==> src/rtl/cpubus_pkg.sv <==
// Shared types and constants for the NORA CPU-bus initiator.
// FSM state encoding, reset address and phase-counter width.
package cpubus_pkg;

  localparam int CNT_W = 4;
  localparam logic [15:0] RST_ADDR = 16'hFFFF;

  typedef enum logic [2:0] {
    S_IDLE,
    S_REQBUS,
    S_PHLO,
    S_PHHI,
    S_DONE
  } state_t;

endpackage

==> src/rtl/cpubus_phase_timer.sv <==
// Loadable down-counter with zero flag; times both PHI2 phases.
// Saturates at zero so a stretched phase simply holds.
module cpubus_phase_timer
  import cpubus_pkg::*;
(
  input  logic             i_clk,
  input  logic             i_rst,
  input  logic             i_load,
  input  logic [CNT_W-1:0] i_val,
  input  logic             i_dec,
  output logic [CNT_W-1:0] o_cnt,
  output logic             o_zero
);

  logic [CNT_W-1:0] r_cnt;

  always_ff @(posedge i_clk or posedge i_rst) begin
    if (i_rst) begin
      r_cnt <= '0;
    end else if (i_load) begin
      r_cnt <= i_val;
    end else if (i_dec && (r_cnt != '0)) begin
      r_cnt <= r_cnt - 1'b1;
    end
  end

  assign o_cnt  = r_cnt;
  assign o_zero = (r_cnt == '0);

endmodule

==> src/rtl/cpubus_initiator.sv <==
// 65xx-style bus initiator: PHI2-timed read/write cycles for ICD/DMA.
// Define CPUBUS_INITIATOR_RDY_EN to let bus_rdy_i stretch PHI2-high.
module cpubus_initiator
  import cpubus_pkg::*;
#(
  parameter int PHI_LO_CYC = 3,
  parameter int PHI_HI_CYC = 3,
  parameter int WDATA_DLY  = 1
) (
  input  logic        clk6x,
  input  logic        reset,
  input  logic        req_i,
  input  logic        req_rwn_i,
  input  logic [15:0] req_addr_i,
  input  logic [7:0]  req_wdata_i,
  output logic        ack_o,
  output logic [7:0]  rdata_o,
  output logic        busy_o,
  output logic        busreq_o,
  input  logic        busgnt_i,
  output logic        bus_phi2_o,
  output logic [15:0] bus_addr_o,
  output logic        bus_rwn_o,
  output logic        bus_drive_o,
  output logic [7:0]  bus_wdata_o,
  output logic        bus_wdata_oe_o,
  input  logic [7:0]  bus_rdata_i,
  input  logic        bus_rdy_i
);

  localparam logic [CNT_W-1:0] LO_LD = CNT_W'(PHI_LO_CYC - 1);
  localparam logic [CNT_W-1:0] HI_LD = CNT_W'(PHI_HI_CYC - 1);
  localparam logic [CNT_W-1:0] OE_AT = CNT_W'(PHI_HI_CYC - WDATA_DLY);

  state_t r_state, w_state;

  logic        r_lat_rwn, w_lat_rwn;
  logic [15:0] r_lat_addr, w_lat_addr;
  logic [7:0]  r_lat_wdata, w_lat_wdata;

  logic        r_ack, w_ack;
  logic [7:0]  r_rdata, w_rdata;
  logic        r_busy, w_busy;
  logic        r_busreq, w_busreq;
  logic        r_phi2, w_phi2;
  logic [15:0] r_addr, w_addr;
  logic        r_rwn, w_rwn;
  logic        r_drive, w_drive;
  logic [7:0]  r_wdata, w_wdata;
  logic        r_oe, w_oe;

  logic             w_load;
  logic             w_dec;
  logic [CNT_W-1:0] w_ld_val;
  logic [CNT_W-1:0] w_cnt;
  logic             w_zero;
  logic             w_rdy;

`ifdef CPUBUS_INITIATOR_RDY_EN
  assign w_rdy = bus_rdy_i;
`else
  assign w_rdy = bus_rdy_i | 1'b1;
`endif

  cpubus_phase_timer u_timer (
    .i_clk  (clk6x),
    .i_rst  (reset),
    .i_load (w_load),
    .i_val  (w_ld_val),
    .i_dec  (w_dec),
    .o_cnt  (w_cnt),
    .o_zero (w_zero)
  );

  always_ff @(posedge clk6x or posedge reset) begin
    if (reset) begin
      r_state     <= S_IDLE;
      r_lat_rwn   <= 1'b1;
      r_lat_addr  <= RST_ADDR;
      r_lat_wdata <= '0;
      r_ack       <= 1'b0;
      r_rdata     <= '0;
      r_busy      <= 1'b0;
      r_busreq    <= 1'b0;
      r_phi2      <= 1'b0;
      r_addr      <= RST_ADDR;
      r_rwn       <= 1'b1;
      r_drive     <= 1'b0;
      r_wdata     <= '0;
      r_oe        <= 1'b0;
    end else begin
      r_state     <= w_state;
      r_lat_rwn   <= w_lat_rwn;
      r_lat_addr  <= w_lat_addr;
      r_lat_wdata <= w_lat_wdata;
      r_ack       <= w_ack;
      r_rdata     <= w_rdata;
      r_busy      <= w_busy;
      r_busreq    <= w_busreq;
      r_phi2      <= w_phi2;
      r_addr      <= w_addr;
      r_rwn       <= w_rwn;
      r_drive     <= w_drive;
      r_wdata     <= w_wdata;
      r_oe        <= w_oe;
    end
  end

  always_comb begin
    w_state     = r_state;
    w_lat_rwn   = r_lat_rwn;
    w_lat_addr  = r_lat_addr;
    w_lat_wdata = r_lat_wdata;
    w_ack       = 1'b0;
    w_rdata     = r_rdata;
    w_busy      = r_busy;
    w_busreq    = r_busreq;
    w_phi2      = r_phi2;
    w_addr      = r_addr;
    w_rwn       = r_rwn;
    w_drive     = r_drive;
    w_wdata     = r_wdata;
    w_oe        = r_oe;
    w_load      = 1'b0;
    w_dec       = 1'b0;
    w_ld_val    = LO_LD;
    unique case (r_state)
      S_IDLE: begin
        if (req_i) begin
          w_lat_rwn   = req_rwn_i;
          w_lat_addr  = req_addr_i;
          w_lat_wdata = req_wdata_i;
          w_busreq    = 1'b1;
          w_busy      = 1'b1;
          w_state     = S_REQBUS;
        end
      end
      S_REQBUS: begin
        if (busgnt_i) begin
          w_drive  = 1'b1;
          w_addr   = r_lat_addr;
          w_rwn    = r_lat_rwn;
          w_wdata  = r_lat_wdata;
          w_phi2   = 1'b0;
          w_load   = 1'b1;
          w_ld_val = LO_LD;
          w_state  = S_PHLO;
        end
      end
      S_PHLO: begin
        if (w_zero) begin
          w_phi2   = 1'b1;
          w_load   = 1'b1;
          w_ld_val = HI_LD;
          w_state  = S_PHHI;
          if (!r_rwn && (WDATA_DLY == 0)) w_oe = 1'b1;
        end else begin
          w_dec = 1'b1;
        end
      end
      S_PHHI: begin
        w_dec = 1'b1;
        if (!r_rwn && (w_cnt == OE_AT)) w_oe = 1'b1;
        // with RDY low the timer sits at zero, stretching PHI2-high
        if (w_zero && w_rdy) begin
          if (r_rwn) w_rdata = bus_rdata_i;
          w_phi2  = 1'b0;
          w_ack   = 1'b1;
          w_state = S_DONE;
        end
      end
      S_DONE: begin
        w_oe = 1'b0;
        if (req_i && busgnt_i) begin
          w_lat_rwn   = req_rwn_i;
          w_lat_addr  = req_addr_i;
          w_lat_wdata = req_wdata_i;
          w_addr      = req_addr_i;
          w_rwn       = req_rwn_i;
          w_wdata     = req_wdata_i;
          w_load      = 1'b1;
          w_ld_val    = LO_LD;
          w_state     = S_PHLO;
        end else begin
          w_busreq = 1'b0;
          w_drive  = 1'b0;
          w_busy   = 1'b0;
          w_rwn    = 1'b1;
          w_state  = S_IDLE;
        end
      end
      default: w_state = S_IDLE;
    endcase
  end

  assign ack_o          = r_ack;
  assign rdata_o        = r_rdata;
  assign busy_o         = r_busy;
  assign busreq_o       = r_busreq;
  assign bus_phi2_o     = r_phi2;
  assign bus_addr_o     = r_addr;
  assign bus_rwn_o      = r_rwn;
  assign bus_drive_o    = r_drive;
  assign bus_wdata_o    = r_wdata;
  assign bus_wdata_oe_o = r_oe;

endmodule

==> config.mk <==
export PLATFORM = sky130hd
export DESIGN_NAME = cpubus_initiator
export DESIGN_NICKNAME = d
export VERILOG_FILES = /design/src/rtl/cpubus_pkg.sv /design/src/rtl/cpubus_phase_timer.sv /design/src/rtl/cpubus_initiator.sv
export SDC_FILE = /design/constraint.sdc
export NUM_CORES = 1
export LEC_CHECK = 0
export CAP_MARGIN = 20
export CORE_ASPECT_RATIO = 0.9
export CORE_UTILIZATION = 50
export DETAILED_ROUTE_END_ITERATION = 12
export PLACE_DENSITY = 0.9
export SLEW_MARGIN = 15
export SYNTH_ARGS = -nofsm -noshare
export SYNTH_HDL_FRONTEND = slang
export SYNTH_HIERARCHICAL = 1
export SYNTH_SLANG_ARGS = --single-unit
==> constraint.sdc <==
create_clock -name clk6x -period 2.8 [get_ports clk6x]
set_input_delay 0.42 -clock clk6x [delete_from_list [all_inputs] [get_ports clk6x]]
set_output_delay 0.42 -clock clk6x [all_outputs]
set_load 0.05 [all_outputs]
==> impl_metrics.csv, run 1 <==
group,metric,value,unit
outcome,outcome,"complete, no violations",
floorplan,placeableCoreArea,6182,um^2
cts,postCtsSetupBuffers,0,
synth,synth_area_leaders,"dfrtp_1, dfstp_2, mux2_2",
worst_setup_path,crit_fanout,6,
synth,syn_avg_cell_area,13.99,um^2
power_and_ir_drop,p_sw_frac,0.4032,
place,io_buffer_count,75,
job,drv_cap,0,
sta,fin_tns_setup,0,ns
synth,ys_types,40,
power_and_ir_drop,switchingPower,2176,uW
floorplan,initial_core_util,0.5250,
place,dp_hpwl,4.277,mm
power_and_ir_drop,pwr-share-seq,0.371,
worst_setup_path,cpMostUsedCell,"inv_1",
finish,drive_gt1_frac,0.3882,
sta,worstMarginPinSlew,0.5325,ns
finish,antenna_cells,0,
floorplan,io_pins,77,
grt,grt_start_max_net_pins,28,
sta,finalHoldViolCount,0,
drt,drt-initial-drc-count,41,
cts,post_cts_resized,0,
grt,antenna_found_initial,0,
finish,layout_commonest_cell,"clkdlybuf4s50_1",
cts,cts_max_level,3,
finish,fin_nets,356,
grt,track_usage,0.1986,
synth,synth_seq_cells,70,
drt,routed-via-count,2105,
worst_setup_path,critPathKind,"reg2reg",
grt,gr-total-overflow,0,
synth,dominantRegCellSynth,"dfrtp_1",
synth,yosysWarnings,6,
synth,synth_area_leader_cell,"dfrtp_1",
floorplan,dieWidth,86.93,um
synth,synth_edf_count,0,
finish,layout_common_cells,"clkdlybuf4s50_1, mux2_2, dfrtp_1, dfstp_2, mux2_1",
synth,synth_cells,232,
power_and_ir_drop,peakVddDrop,648.9,uV
finish,fill_cells,473,
floorplan,die_h,78.44,um
min_path,hp-class,"in2async",
power_and_ir_drop,p_clk_frac,0.127,
drt,remaining_drc_errors,0,
cts,cts_tree,"yes",
sta,setup_viol,0,
sta,hold-worst-slack,0.3273,ns
sta,relSlewSlack,0.6445,
drt,drtAntennaViolNets,0,
cts,path_clk_slew,0.07,ns
cts,root_buffer,"clkbuf_8",
synth,ys_seq_area_frac,0.5528,
cts,clk_latency,0.33,ns
sta,grt_setup_unrepaired,"false",
floorplan,fp-row-count,27,
power_and_ir_drop,total_power,5397,uW
grt,grt_pass1_wl,10.26,mm
power_and_ir_drop,power_frac_comb,0.502,
synth,async_reset_ff_frac,1.000,
synth,synth_top_cell_area_share,0.2776,
worst_setup_path,start_kind,"flip-flop",
cts,cts_made_buffers,9,
worst_setup_path,crit_chain,"inv_1 -> ha_1 -> or3b_4 -> inv_1 -> nand2_1 -> o22a_1 -> o21ai_0 -> nor3_1 -> a221o_1",
drt,wl_per_cell,14.77,um
place,gp_congestion,0.8226,
cts,cts_sinks,70,
synth,netlist_area,3246,um^2
drt,drt-vias-per-instance,5.147,
power_and_ir_drop,p_int,3220,uW
worst_setup_path,critical_path_arrival,2.80,ns
floorplan,die_area,6818,um^2
worst_setup_path,cp_slowest_stage_delay,0.43,ns
grt,first_global_vias,2237,
power_and_ir_drop,power-per-cell-area,1265,nW/um^2
drt,dr.pass1.iters,4,
finish,area_growth,31.46,%
power_and_ir_drop,p_leak,0.001744,uW
worst_setup_path,crit_slowest_cell,"or3b_4",
sta,max_freq,0.3863,GHz
sta,finalMaxSlewViolations,0,
cts,clockBufferDepth,2,
sta,fin_crit_sh,0.9246,
cts,hold_buffers,0,
worst_setup_path,cp-end-kind,"flip-flop",
sta,fin_skew,0.004426,ns
worst_setup_path,cp.required,3.02,ns
sta,min_period,2.589,ns
drt,routed_wl,6.042,mm
## registers in the layout (all words and copies together), names as in the netlist
signal	cells
bus_addr_o	16
r_lat_addr	16
bus_wdata_o	8
r_lat_wdata	8
rdata_o	8
u_timer/o_cnt	4
r_state	3
ack_o	1
bus_drive_o	1
bus_phi2_o	1
bus_rwn_o	1
bus_wdata_oe_o	1
busreq_o	1
r_lat_rwn	1
## cells by family after synthesis
kind of cell             after synthesis  share of synthesized area
AND/OR/NAND/NOR                       34                    0.07209
flip-flops                            70                     0.5528
multiplexers                          83                     0.2872
AO/OA/AOI/OAI                         24                    0.05128
adder cells (fa/ha/maj)                1                   0.003854
buffers and inverters                 18                    0.03046
other                                  2                   0.002314
## area by class of cell
type                            instances  area [um^2]  share of cell area
Inverter                                7        26.28            0.006158
Tap cell                               87        108.9             0.02551
Multi-Input combinational cell        146         1360              0.3188
Clock inverter                          4        21.27            0.004985
Timing Repair Buffer                   83        810.8              0.1900
Clock buffer                           12        145.1             0.03402
Sequential cell                        70         1794              0.4205
## synthesized netlist by cell type, types with 3 or more instances
library cell  instances
buf_4                 8
mux2_2               61
dfrtp_1              36
nand2_1               8
nor3b_1               3
a21oi_1               7
mux2_1               20
inv_1                 7
nand2b_1              5
o21ai_0               4
dfstp_2              34
and4b_1               3
nor2_1                4
## worst paths after layout
check,startpoint,depth (start not counted),to,slack (ns)
setup / recovery,u_timer/o_cnt[0]$_DFFE_PP0P_,9,u_timer/o_cnt[3]$_DFFE_PP0P_,0.21
min in group clk6x,rdata_o[4]$_DFFE_PP0P_,1,rdata_o[4]$_DFFE_PP0P_,0.50
hold / removal,reset,2,u_timer/o_cnt[3]$_DFFE_PP0P_,0.33
hold reg to reg,rdata_o[4]$_DFFE_PP0P_,1,rdata_o[4]$_DFFE_PP0P_,0.50
max in group asynchronous,reset,3,bus_addr_o[13]$_DFFE_PP1P_,1.54
setup reg to reg,u_timer/o_cnt[0]$_DFFE_PP0P_,9,u_timer/o_cnt[3]$_DFFE_PP0P_,0.21
## critical path: cells and delay by family, from the launching register on
kind	cells	cell delay [ns]
adders and majority gates	1	0.22
AOI/OAI and AO/OA	3	0.97
buffers and inverters	2	0.27
and+or+nand+nor	3	0.62
DFF	1	0.40
## stage by stage
| stage | worst slack, ns | area, um^2 | util | std cells |
|---|---|---|---|---|
| after floorplan | 0.4625 | 3253 | - | 234 |
| after global routing | 0.06220 | 4267 | 0.6901 | 409 |
| after global placement | 0.3402 | 4100 | 0.6632 | 393 |
| final | 0.2111 | 4267 | 0.6901 | 409 |
| after CTS | 0.2294 | 4267 | 0.6901 | 409 |
| after detailed placement | 0.2271 | 4100 | 0.6632 | 393 |
## power groups by stage
stage | Clock, uW | Sequential (uW) | Combinational, uW
after detailed placement | 0 | 2020 | 2730
after global placement | 0 | 1980 | 2660
final | 688 | 2000 | 2710
after CTS | 723 | 2010 | 2740
after global routing | 764 | 2070 | 2870
after floorplan | 0 | 2860 | 1080
## per-layer routing
metal / up-vias / GRT usage / part of all wire
met5: - / 0 / 0
met4: 0 / 0.05167 / 0.0045
met3: 4 / 0.06730 / 0.054
met2: 63 / 0.3276 / 0.50
met1: 1039 / 0.2497 / 0.44
li1: 999 / - / -
(Power assumes the default switching activity.)
==> inputs of run 2 (changes only) <==
--- a/config.mk
+++ b/config.mk
@@ -5,11 +5,12 @@
 export SDC_FILE = /design/constraint.sdc
 export NUM_CORES = 1
 export LEC_CHECK = 0
+export ABC_CLOCK_PERIOD_IN_PS = 2800
 export CAP_MARGIN = 20
 export CORE_ASPECT_RATIO = 0.9
 export CORE_UTILIZATION = 50
 export DETAILED_ROUTE_END_ITERATION = 12
-export PLACE_DENSITY = 0.9
+export PLACE_DENSITY = 0.85
 export SLEW_MARGIN = 15
 export SYNTH_ARGS = -nofsm -noshare
 export SYNTH_HDL_FRONTEND = slang
==> impl_metrics.csv, run 2 (synthesis gave the netlist of run 1 again) <==
group,metric,value,unit
sta,grt_setup_unrepaired,"false",
grt,track_usage,0.2014,
sta,setup_viol,0,
finish,layout_commonest_cell,"clkdlybuf4s50_1",
cts,postCtsSetupBuffers,0,
worst_setup_path,r2r_start,"u_timer/o_cnt[0]$_DFFE_PP0P_",
floorplan,fp-row-count,27,
min_path,hp-class,"in2async",
finish,regArea,1794,um^2
worst_setup_path,crit_chain,"inv_1 -> ha_1 -> or3b_4 -> inv_1 -> nand2_1 -> o22a_1 -> o21ai_0 -> buf_4 -> nor3_1 -> a221o_1",
sta,min_period,2.549,ns
power_and_ir_drop,p_leak,0.001777,uW
cts,hold_buffers,0,
outcome,outcome,"complete, no violations",
sta,worstMarginPinSlew,0.5346,ns
cts,post_cts_resized,0,
finish,fill_cells,476,
worst_setup_path,critical_path_arrival,2.77,ns
sta,fin_crit_sh,0.9105,
cts,clockBufferDepth,2,
place,io_buffer_count,75,
drt,routed_wl,6.306,mm
grt,first_global_vias,2159,
sta,finalHoldViolCount,0,
grt,gr-total-overflow,0,
cts,cts_max_level,3,
grt,antenna_found_initial,0,
drt,routed-via-count,2122,
floorplan,io_pins,77,
grt,grt_start_max_net_pins,33,
finish,antenna_cells,0,
floorplan,die_h,78.44,um
power_and_ir_drop,peakVddDrop,681.8,uV
worst_setup_path,cp-startpoint,"u_timer/o_cnt[0]$_DFFE_PP0P_",
place,gp_congestion,0.8217,
place,dp_hpwl,4.264,mm
sta,fin_tns_setup,0,ns
drt,dr.pass1.iters,4,
finish,drive_gt1_frac,0.3906,
job,drv_cap,0,
cts,clk_latency,0.33,ns
drt,wl_per_cell,15.49,um
cts,cts_tree,"yes",
floorplan,initial_core_util,0.5250,
worst_setup_path,cp.required,3.02,ns
worst_setup_path,cpMostUsedCell,"inv_1",
cts,root_buffer,"clkbuf_8",
sta,finalMaxSlewViolations,0,
floorplan,die_area,6818,um^2
drt,drt-vias-per-instance,5.214,
worst_setup_path,cp-end-kind,"flip-flop",
floorplan,dieWidth,86.93,um
cts,cts_sinks,70,
sta,relSlewSlack,0.6425,
worst_setup_path,critPathKind,"reg2reg",
finish,fin_nets,354,
drt,remaining_drc_errors,0,
cts,cts_made_buffers,9,
worst_setup_path,crit_fanout,9,
finish,layout_common_cells,"clkdlybuf4s50_1, mux2_2, dfrtp_1, dfstp_2, mux2_1",
power_and_ir_drop,total_power,5692,uW
floorplan,placeableCoreArea,6182,um^2
finish,multi_input_area,1360,um^2
drt,drtAntennaViolNets,0,
worst_setup_path,start_kind,"flip-flop",
worst_setup_path,crit_slowest_cell,"or3b_4",
grt,grt_pass1_wl,10.40,mm
cts,path_clk_slew,0.08,ns
sta,max_freq,0.3923,GHz
sta,fin_skew,0.008080,ns
worst_setup_path,cp_slowest_stage_delay,0.43,ns
drt,drt-initial-drc-count,82,
finish,area_growth,34.19,%
power_and_ir_drop,power-per-cell-area,1307,nW/um^2
==> run 2: cell types whose count changed in the layout (fill, tap and decap cells not counted), moves of 2 or more <==
cell       change
buf_12         +2
clkbuf_1       -2
clkinv_2       -2
buf_4          -4
clkbuf_16      +2
==> run 2: report_power, final <==
group / switching (uW) / leakage [uW] / internal (uW)
clock: 383 / 0.000126 / 571
sequential: 318 / 0.000784 / 1680
combinational: 1540 / 0.000866 / 1200
total: 2240 / 0.00178 / 3450
==> run 2: final cells by class <==
class                           instances  area share
Clock inverter                          3     0.01005
Tap cell                               87     0.02499
Timing Repair Buffer                   81      0.1885
Inverter                                7    0.006033
Sequential cell                        70      0.4120
Clock buffer                           13     0.04625
Multi-Input combinational cell        146      0.3123
==> run 2: path summary, 6_finish.rpt <==
| check | cells past startpoint | end | slack (ns) |
|---|---|---|---|
| max | 10 | u_timer/o_cnt[3]$_DFFE_PP0P_ | 0.25 |
| min | 2 | u_timer/o_cnt[0]$_DFFE_PP0P_ | 0.32 |
| max reg2reg | 10 | u_timer/o_cnt[3]$_DFFE_PP0P_ | 0.25 |
| min reg2reg | 1 | r_lat_wdata[0]$_DFFE_PP0P_ | 0.50 |
| max in group asynchronous | 3 | bus_addr_o[8]$_DFFE_PP1P_ | 1.72 |
| min in group clk6x | 1 | r_lat_wdata[0]$_DFFE_PP0P_ | 0.50 |
==> run 2: routing by layer <==
| metal | vias up | global-route usage | wire length (um) |
|---|---|---|---|
| met3 | 8 | 0.04837 | 346 |
| li1 | 998 | - | - |
| met2 | 64 | 0.3142 | 2994 |
| met1 | 1052 | 0.2694 | 2877 |
| met5 | - | 0 | 0 |
| met4 | 0 | 0.08333 | 89 |
==> run 2: per-stage QoR <==
step / area [um^2] / cells / setup WS (ns) / util / hold WS (ns)
final: 4355 / 407 / 0.2507 / 0.7045 / 0.3215
after global routing: 4355 / 407 / 0.1024 / 0.7045 / 0.3549
after CTS: 4355 / 407 / 0.2900 / 0.7045 / 0.3124
after detailed placement: 4110 / 391 / 0.3598 / 0.6648 / 0.4858
after global placement: 4110 / 391 / 0.4230 / 0.6648 / 0.4791
after floorplan: 3253 / 234 / 0.4625 / - / 0.1861
==> run 2: worst max-delay path: cells and delay by family, from the launching register on <==
kind	cells	cell delay, ns
adders and majority gates	1	0.23
AOI/OAI and AO/OA	3	0.73
and+or+nand+nor	3	0.60
buffers and inverters	3	0.45
DFF	1	0.42
==> inputs of run 3 (changes only) <==
--- a/config.mk
+++ b/config.mk
@@ -6,7 +6,6 @@
 export NUM_CORES = 1
 export LEC_CHECK = 0
 export ABC_CLOCK_PERIOD_IN_PS = 2800
-export CAP_MARGIN = 20
 export CORE_ASPECT_RATIO = 0.9
 export CORE_UTILIZATION = 50
 export DETAILED_ROUTE_END_ITERATION = 12
==> results of run 3 <==
The final DEF is identical to that of run 2; final timing and power are the same.
